$ cat src/rtl/dcache_refill_ctrl.sv
// Data-cache miss controller: optional dirty-victim write-back, block fetch from
// multi-cycle data memory, then a one-cycle refill handoff to the cache.
module dcache_refill_ctrl #(
   parameter int unsigned DATA_WIDTH  = 32,
   parameter int unsigned BLOCK_WORDS = 4,
   parameter int unsigned MEM_LATENCY = 2
) (
   input  logic                              i_clk,
   input  logic                              i_rst,
   input  logic                              i_req_valid,
   input  logic                              i_hit,
   input  logic                              i_victim_dirty,
   input  logic [DATA_WIDTH-1:0]             i_miss_addr,
   input  logic [DATA_WIDTH-1:0]             i_victim_addr,
   input  logic [BLOCK_WORDS*DATA_WIDTH-1:0] i_victim_data,
   input  logic [BLOCK_WORDS*DATA_WIDTH-1:0] i_mem_rdata,
   output logic                              o_stall,
   output logic                              o_mem_wr_en,
   output logic                              o_mem_rd_en,
   output logic [DATA_WIDTH-1:0]             o_mem_addr,
   output logic [BLOCK_WORDS*DATA_WIDTH-1:0] o_mem_wdata,
   output logic                              o_refill_valid,
   output logic [BLOCK_WORDS*DATA_WIDTH-1:0] o_fill_data,
   output logic [31:0]                       o_miss_count,
   output logic [31:0]                       o_wb_count
);

   localparam int unsigned BLK_W    = BLOCK_WORDS * DATA_WIDTH;
   localparam int unsigned OFF_BITS = $clog2(BLOCK_WORDS * 4);
   localparam int unsigned CNT_W    = (MEM_LATENCY > 1) ? $clog2(MEM_LATENCY) : 1;
   localparam logic [CNT_W-1:0]      CNT_LOAD   = CNT_W'(MEM_LATENCY - 1);
   localparam logic [DATA_WIDTH-1:0] ALIGN_MASK = {{(DATA_WIDTH - OFF_BITS){1'b1}},
                                                   {OFF_BITS{1'b0}}};

   typedef enum logic [1:0] {StIdle, StWriteback, StFetch, StRefill} state_t;

   state_t                r_state;
   state_t                w_state_d;
   logic [CNT_W-1:0]      r_cnt;
   logic [CNT_W-1:0]      w_cnt_d;
   logic [DATA_WIDTH-1:0] r_miss_addr;
   logic [DATA_WIDTH-1:0] r_victim_addr;
   logic [BLK_W-1:0]      r_victim_data;
   logic [BLK_W-1:0]      r_fill_data;
   logic [31:0]           r_miss_count;
   logic [31:0]           r_wb_count;
   logic                  w_miss;
   logic                  w_latch;
   logic                  w_fill_ld;

   assign w_miss = i_req_valid & ~i_hit;

   always_comb begin
      w_state_d      = r_state;
      w_cnt_d        = r_cnt;
      w_latch        = 1'b0;
      w_fill_ld      = 1'b0;
      o_stall        = 1'b0;
      o_mem_wr_en    = 1'b0;
      o_mem_rd_en    = 1'b0;
      o_mem_addr     = '0;
      o_mem_wdata    = '0;
      o_refill_valid = 1'b0;
      case (r_state)
         StIdle: begin
            // Combinational so the missing access freezes in its own cycle.
            o_stall = w_miss & ~i_rst;
            if (w_miss) begin
               w_latch   = 1'b1;
               w_cnt_d   = CNT_LOAD;
               w_state_d = i_victim_dirty ? StWriteback : StFetch;
            end
         end
         StWriteback: begin
            o_stall     = 1'b1;
            o_mem_addr  = r_victim_addr;
            o_mem_wdata = r_victim_data;
            o_mem_wr_en = (r_cnt == CNT_LOAD);
            if (r_cnt == '0) begin
               w_state_d = StFetch;
               w_cnt_d   = CNT_LOAD;
            end else begin
               w_cnt_d = r_cnt - 1'b1;
            end
         end
         StFetch: begin
            o_stall     = 1'b1;
            o_mem_rd_en = 1'b1;
            o_mem_addr  = r_miss_addr;
            if (r_cnt == '0) begin
               w_fill_ld = 1'b1;
               w_state_d = StRefill;
            end else begin
               w_cnt_d = r_cnt - 1'b1;
            end
         end
         StRefill: begin
            o_stall        = 1'b1;
            o_refill_valid = 1'b1;
            w_state_d      = StIdle;
         end
         default: w_state_d = StIdle;
      endcase
   end

   always_ff @(posedge i_clk or posedge i_rst) begin
      if (i_rst) begin
         r_state       <= StIdle;
         r_cnt         <= '0;
         r_miss_addr   <= '0;
         r_victim_addr <= '0;
         r_victim_data <= '0;
         r_fill_data   <= '0;
         r_miss_count  <= '0;
         r_wb_count    <= '0;
      end else begin
         r_state <= w_state_d;
         r_cnt   <= w_cnt_d;
         if (w_latch) begin
            r_miss_addr   <= i_miss_addr & ALIGN_MASK;
            r_victim_addr <= i_victim_addr & ALIGN_MASK;
            r_victim_data <= i_victim_data;
            if (r_miss_count != '1) r_miss_count <= r_miss_count + 32'd1;
            if (i_victim_dirty && r_wb_count != '1) r_wb_count <= r_wb_count + 32'd1;
         end
         if (w_fill_ld) r_fill_data <= i_mem_rdata;
      end
   end

   assign o_fill_data  = r_fill_data;
   assign o_miss_count = r_miss_count;
   assign o_wb_count   = r_wb_count;

endmodule

$ cat config.mk
export PLATFORM = sky130hd
export DESIGN_NAME = dcache_refill_ctrl
export DESIGN_NICKNAME = d
export VERILOG_FILES = /design/src/rtl/dcache_refill_ctrl.sv
export SDC_FILE = /design/constraint.sdc
export NUM_CORES = 1
export LEC_CHECK = 0
export ABC_CLOCK_PERIOD_IN_PS = 17700
export BUFFER_PORTS_ARGS = -buffer_cell sky130_fd_sc_hd__buf_4
export CORE_AREA = 2 2 266 268
export DETAILED_ROUTE_END_ITERATION = 12
export DIE_AREA = 0 0 268 270
export SKIP_LAST_GASP = 1
export SYNTH_ARGS = -nofsm -noshare
export SYNTH_HDL_FRONTEND = slang
export SYNTH_SLANG_ARGS = --single-unit
$ cat constraint.sdc
create_clock -name i_clk -period 17.7 [get_ports i_clk]
set_input_delay 5.31 -clock i_clk [delete_from_list [all_inputs] [get_ports i_clk]]
set_output_delay 5.31 -clock i_clk [all_outputs]
set_load 0.02 [all_outputs]
==> results of run 1 <==
==> synthesized netlist by cell type (all sizes together) <==
cell type and n:
buf 32, nand2 585, a31oi 1, inv 9, a21o 1, clkbuf 57
nand4b 1, and4 5, a21oi 3, nor2b 3, or4 2, nand3 23
mux2i 1, conb 1, and2 131, mux2 131, and3b 1, nor2 44
and3 8, a31o 1, or3 3, a22oi 28, ha 7, o21ai 6
nand4 29, nor4 14, xor2 30, nand3b 2, dfrtp 379, nand2b 1
nor3b 3, a311oi 1, xnor2 31, nor3 13
==> power by group through the flow <==
stage          Clock (mW)  Combinational, mW  Sequential [mW]
2_1_floorplan           0              0.728             1.59
3_3_place_gp            0               1.59             1.43
3_5_place_dp            0               1.60             1.44
4_1_cts             0.932               1.60             1.43
5_1_grt             0.969               1.71             1.47
6_report            0.897               1.57             1.43
==> area by class of cell <==
type | instances | area, sq um
Tap cell | 940 | 1180
Inverter | 9 | 41.3
Fill cell | 7211 | 45900
Clock inverter | 10 | 75.1
Sequential cell | 379 | 9480
Clock buffer | 68 | 1350
Multi-Input combinational cell | 1113 | 6380
Timing Repair Buffer | 681 | 5120
==> final timing paths <==
check / endpoint / cells after the start
min in group asynchronous: o_fill_data[22] / 2
worst min register to register: r_victim_data[61] / 2
max in group asynchronous: r_miss_addr[7] / 4
worst min-delay path: r_victim_data[61] / 2
worst max-delay path: o_stall / 4
worst max register to register: o_miss_count[25] / 8
==> per-layer routing <==
layer	GRT usage	share of wire
met1	0.160	0.38
met5	0	0
met2	0.252	0.49
met3	0.0503	0.093
met4	0.0520	0.034
==> worst max-delay path, cell delays in order <==
cell and delay, ps:
buf_4 110, nand2b_1 140, o21ai_0 150, buf_4 160
==> state kept, by name (all words and copies together) (netlist names) <==
signal and cells:
o_fill_data 128, o_miss_count 32, o_wb_count 32, r_cnt 1
r_miss_addr 28, r_state 2, r_victim_addr 28, r_victim_data 128
==> kinds of logic after synthesis <==
| kind of cell | Yosys count | synth area share |
|---|---|---|
| AO/OA/AOI/OAI | 41 | 0.0179 |
| XOR/XNOR | 61 | 0.0329 |
| adder cells (fa/ha/maj) | 7 | 0.00539 |
| buffers and inverters | 98 | 0.0255 |
| flip-flops | 379 | 0.584 |
| multiplexers | 132 | 0.0919 |
| other | 1 | 0.000231 |
| AND/OR/NAND/NOR | 868 | 0.242 |
==> per-stage QoR <==
stage               cells  total power, mW   util
global route         3200             4.15  0.340
CTS                  3200             3.96  0.340
finish               3200             3.89  0.340
floorplan            1590             2.32      -
global placement     3122             3.02  0.319
detailed placement   3122             3.04  0.319
==> layout by cell type (no fill, tap or decap), types with 4 or more instances in the layout <==
cell type / count
buf_4: 680
nand2_1: 585
dfrtp_1: 379
and2_1: 130
mux2_2: 129
clkbuf_16: 45
nor2_1: 43
xnor2_1: 31
xor2_1: 30
a22oi_1: 28
nand4_1: 27
nand3_1: 22
clkbuf_8: 14
nor3_1: 12
nor4_1: 10
clkbuf_1: 9
clkinv_2: 9
and3_1: 8
inv_1: 7
o21ai_0: 6
and4_1: 5
ha_1: 5
conb_1: 4
==> flow_summary_export.csv, run 1 <==
group,metric,value,unit
clock_tree,post_cts_buffers,0,
die,initial_core_util,0.234,
setup_path,start_kind,"primary input",
global_route,grt_pass1_wl,80700,um
logic_synthesis,synth.yosys.warnings,0,
setup_path,r2r_start,"r_state[0]",
clock_tree,cts.sinks,379,
pwr,powerDensity,165,nW/um^2
clock_tree,cts_tree,"yes",
setup_path,ff2ff_setup_slack,14090,ps
logic_synthesis,synth_top_area_frac,0.584,
placed_design,place.gp.congestion,0.789,
detailed_routing,vias_per_cell,4.18,
detailed_routing,drtPass1Iterations,5,
placed_design,dp_worst_setup_slack,6510,ps
detailed_routing,vias,13365,
die,rows,97,
die,die_h,270,um
pwr,p_sw,1.44,mW
clock_tree,cts_max_path_buffers,3,
die,die-area,72400,sq um
layout,area_delta_synth_final,45.5,%
clock_tree,cts_resized,0,
clock_tree,numCtsBuffers,43,
detailed_routing,drtAntennaViolNets,0,
clock_tree,clk_pin_slew,60,ps
outcome,status,"finished, final reports clean",
global_route,grt_overflow_total,0,
logic_synthesis,ys_types,48,
job,maxCapViolCount,0,
logic_synthesis,ys_seq_area_frac,0.584,
setup_path,crit_fanout,3,
detailed_routing,routed_wl,54100,um
clock_tree,root_buffer,"clkbuf_16",
logic_synthesis,yosysTopAreaCell,"dfrtp_1",
layout,drive_gt1_frac,0.398,
global_route,grt_max_degree,152,
hold_path,hold_path_class,"flop to flop",
global_route,grt_usage,0.144,
sta,fmax,89.4,MHz
layout,insertedDiodeCount,0,
sta,period_needed,11190,ps
clock_tree,clk_latency,550,ps
logic_synthesis,synth_area_leaders,"dfrtp_1, nand2_1, mux2_2, and2_1, xnor2_1",
pwr,internal_power,2.45,mW
setup_path,cp-startpoint,"i_hit",
pwr,swShare,0.371,
sta,finalSetupViolations,0,
sta,hold_ws,464,ps
sta,hold_viol,0,
hold_path,hold_start,"r_victim_data[61]",
setup_path,cp.required,12390,ps
sta,fin_worst_skew,12.8,ps
pwr,sequentialPowerShare,0.367,
detailed_routing,drc_errors,0,
sta,relSlewSlack,0.277,
detailed_routing,initialDrtViolationCount,626,
pwr,leakagePower,12.1,nW
placed_design,portBuffers,668,
clock_tree,htree_levels,2,
logic_synthesis,synth-seq-cells,379,
setup_path,path_class,"primary input to output port",
placed_design,dp_hpwl,38700,um
sta,setup_ws,6510,ps
sta,min_period_over_period,0.632,
logic_synthesis,syn_avg_cell_area,10.2,sq um
logic_synthesis,syn_area,16200,sq um
global_route,first_global_vias,13484,
sta,report.final.slew_viol_count,0,
logic_synthesis,syn_inst,1587,
clock_tree,cts_hold_buf,0,
sta,totalNegativeSetupSlack,0,ps
layout,design_area,23600,sq um
layout,layout.nets,2559,
setup_path,crit_arrival,5880,ps
detailed_routing,routedWlPerCell,16.9,um
pwr,p_comb_frac,0.403,
placed_design,dpl-instance-area,22200,sq um
setup_path,endpoint_kind,"output port",
sta,rsz0062_at_grt,"no",
die,ios,681,
die,die_w,268,um
pwr,ir_drop,0.0000771,V
global_route,antenna_found_initial,1,
sta,worst_pin_slew,1080,ps
die,core_area,69500,sq um
pwr,power_frac_clock,0.231,
Power figures use the tool's default switching activity.
==> inputs of run 2 (changes only) <==
--- a/config.mk
+++ b/config.mk
@@ -5,11 +5,11 @@
 export SDC_FILE = /design/constraint.sdc
 export NUM_CORES = 1
 export LEC_CHECK = 0
-export ABC_CLOCK_PERIOD_IN_PS = 17700
+export ABC_CLOCK_PERIOD_IN_PS = 9800
 export BUFFER_PORTS_ARGS = -buffer_cell sky130_fd_sc_hd__buf_4
-export CORE_AREA = 2 2 266 268
+export CORE_AREA = 2 2 262 264
 export DETAILED_ROUTE_END_ITERATION = 12
-export DIE_AREA = 0 0 268 270
+export DIE_AREA = 0 0 264 266
 export SKIP_LAST_GASP = 1
 export SYNTH_ARGS = -nofsm -noshare
 export SYNTH_HDL_FRONTEND = slang
==> constraint.sdc (replaced) <==
create_clock -name i_clk -period 9.8 [get_ports i_clk]
set_input_delay 2.94 -clock i_clk [delete_from_list [all_inputs] [get_ports i_clk]]
set_output_delay 2.94 -clock i_clk [all_outputs]
set_load 0.02 [all_outputs]
==> flow_summary_export.csv, run 2 (synthesis gave the netlist of run 1 again) <==
group,metric,value,unit
placed_design,dpl-instance-area,22100,sq um
pwr,internal_power,4.61,mW
setup_path,cp.required,6860,ps
clock_tree,clk_latency,550,ps
die,rows,96,
detailed_routing,vias_per_cell,4.34,
sta,relSlewSlack,0.214,
pwr,ir_drop,0.000129,V
sta,hold_viol,0,
sta,report.final.slew_viol_count,0,
sta,rsz0062_at_grt,"no",
layout,fillers,6819,
sta,totalNegativeSetupSlack,0,ps
pwr,sequentialPowerShare,0.355,
sta,fmax,154,MHz
global_route,antenna_found_initial,7,
pwr,finalPower,7.26,mW
clock_tree,htree_levels,2,
setup_path,crit_arrival,3550,ps
placed_design,dp_hpwl,41100,um
setup_path,endpoint_kind,"output port",
pwr,p_comb_frac,0.392,
sta,fin_worst_skew,13.5,ps
detailed_routing,drc_errors,0,
pwr,leakagePower,12.1,nW
layout,drive_gt1_frac,0.400,
pwr,power_frac_clock,0.252,
sta,worst_pin_slew,1180,ps
hold_path,hold_start,"r_victim_data[114]",
layout,area_delta_synth_final,46.2,%
die,die_w,264,um
global_route,grt_max_degree,125,
setup_path,path_cells,"buf_4 -> nand2b_1 -> o21ai_0 -> buf_4",
layout,multi_input_area,6380,sq um
setup_path,crit_top_cell,"buf_4",
clock_tree,cts_resized,0,
sta,min_period_over_period,0.662,
setup_path,r2r_start,"r_state[0]",
clock_tree,cts_hold_buf,0,
global_route,grt_usage,0.154,
placed_design,place.gp.congestion,0.878,
detailed_routing,routed_wl,56400,um
clock_tree,post_cts_buffers,0,
detailed_routing,routedWlPerCell,17.9,um
clock_tree,numCtsBuffers,44,
sta,period_needed,6490,ps
setup_path,slowest_stage,"o21ai_0",
layout,layout_commonest_cell,"buf_4",
die,die_h,266,um
layout,regArea,9480,sq um
setup_path,crit_fanout,3,
setup_path,cp-startpoint,"i_hit",
clock_tree,cts_max_path_buffers,3,
global_route,first_global_vias,14069,
pwr,powerDensity,306,nW/um^2
detailed_routing,initialDrtViolationCount,669,
setup_path,start_kind,"primary input",
global_route,grt_pass1_wl,84700,um
die,core_area,67700,sq um
die,initial_core_util,0.240,
global_route,grt_overflow_total,0,
job,maxCapViolCount,0,
die,ios,681,
setup_path,path_class,"primary input to output port",
detailed_routing,drtAntennaViolNets,0,
detailed_routing,drtPass1Iterations,5,
die,die-area,70200,sq um
sta,finalSetupViolations,0,
detailed_routing,vias,13619,
layout,layout_common_cells,"buf_4, nand2_1, dfrtp_1, and2_1, mux2_2",
hold_path,hold_path_class,"flop to flop",
clock_tree,clk_pin_slew,60,ps
clock_tree,root_buffer,"clkbuf_16",
clock_tree,cts.sinks,379,
pwr,swShare,0.365,
setup_path,cp_slowest_stage_delay,170,ps
layout,design_area,23800,sq um
outcome,status,"finished, final reports clean",
layout,layout.nets,2559,
pwr,p_sw,2.65,mW
clock_tree,cts_tree,"yes",
placed_design,portBuffers,668,
-- run 2: worst paths after layout --
| check | endpoint | slack, ps | cells after the start |
|---|---|---|---|
| worst min-delay path | r_victim_data[114] | 470 | 2 |
| worst min register to register | r_victim_data[114] | 470 | 2 |
| min in group asynchronous | o_miss_count[22] | 2460 | 3 |
| worst max register to register | o_fill_data[35] | 6310 | 7 |
| max in group asynchronous | o_fill_data[106] | 5680 | 4 |
| worst max-delay path | o_stall | 3310 | 4 |
-- run 2: cell type report --
type	instances	share of cell area
diodes	1	0.000105
well taps	882	0.0465
repair buffers	680	0.216
multi-input cells	1113	0.269
clock inverters	19	0.0145
flip-flops and latches	379	0.399
inverters	9	0.00158
clock buffers	58	0.0533
-- run 2: power groups by stage --
stage / combinational (mW) / clock [mW] / sequential (mW)
3_5_place_dp: 2.89 / 0 / 2.60
4_1_cts: 2.90 / 1.89 / 2.59
3_3_place_gp: 2.86 / 0 / 2.57
5_1_grt: 3.08 / 1.96 / 2.67
2_1_floorplan: 1.32 / 0 / 2.87
6_report: 2.85 / 1.83 / 2.58
-- run 2: metrics by stage --
stage	cells	setup slack [ps]	util	hold slack, ps
detailed placement	3063	3330	0.327	454
global placement	3063	3290	0.327	450
global route	3140	3120	0.351	477
floorplan	1590	1770	-	437
finish	3141	3310	0.351	466
CTS	3140	3260	0.351	469
-- run 2: per-layer routing --
layer | global-route usage | share of wire | vias to the layer above
li1 | - | - | 6403
met1 | 0.179 | 0.39 | 6574
met2 | 0.262 | 0.48 | 531
met3 | 0.0496 | 0.086 | 107
met4 | 0.0616 | 0.039 | 4
met5 | 0 | 0.00039 | -
-- run 2: critical path, delay by kind of cell --
kind	cells	cell delay [ps]
buffers and inverters	2	290
and+or+nand+nor	1	150
AOI/OAI and AO/OA	1	170
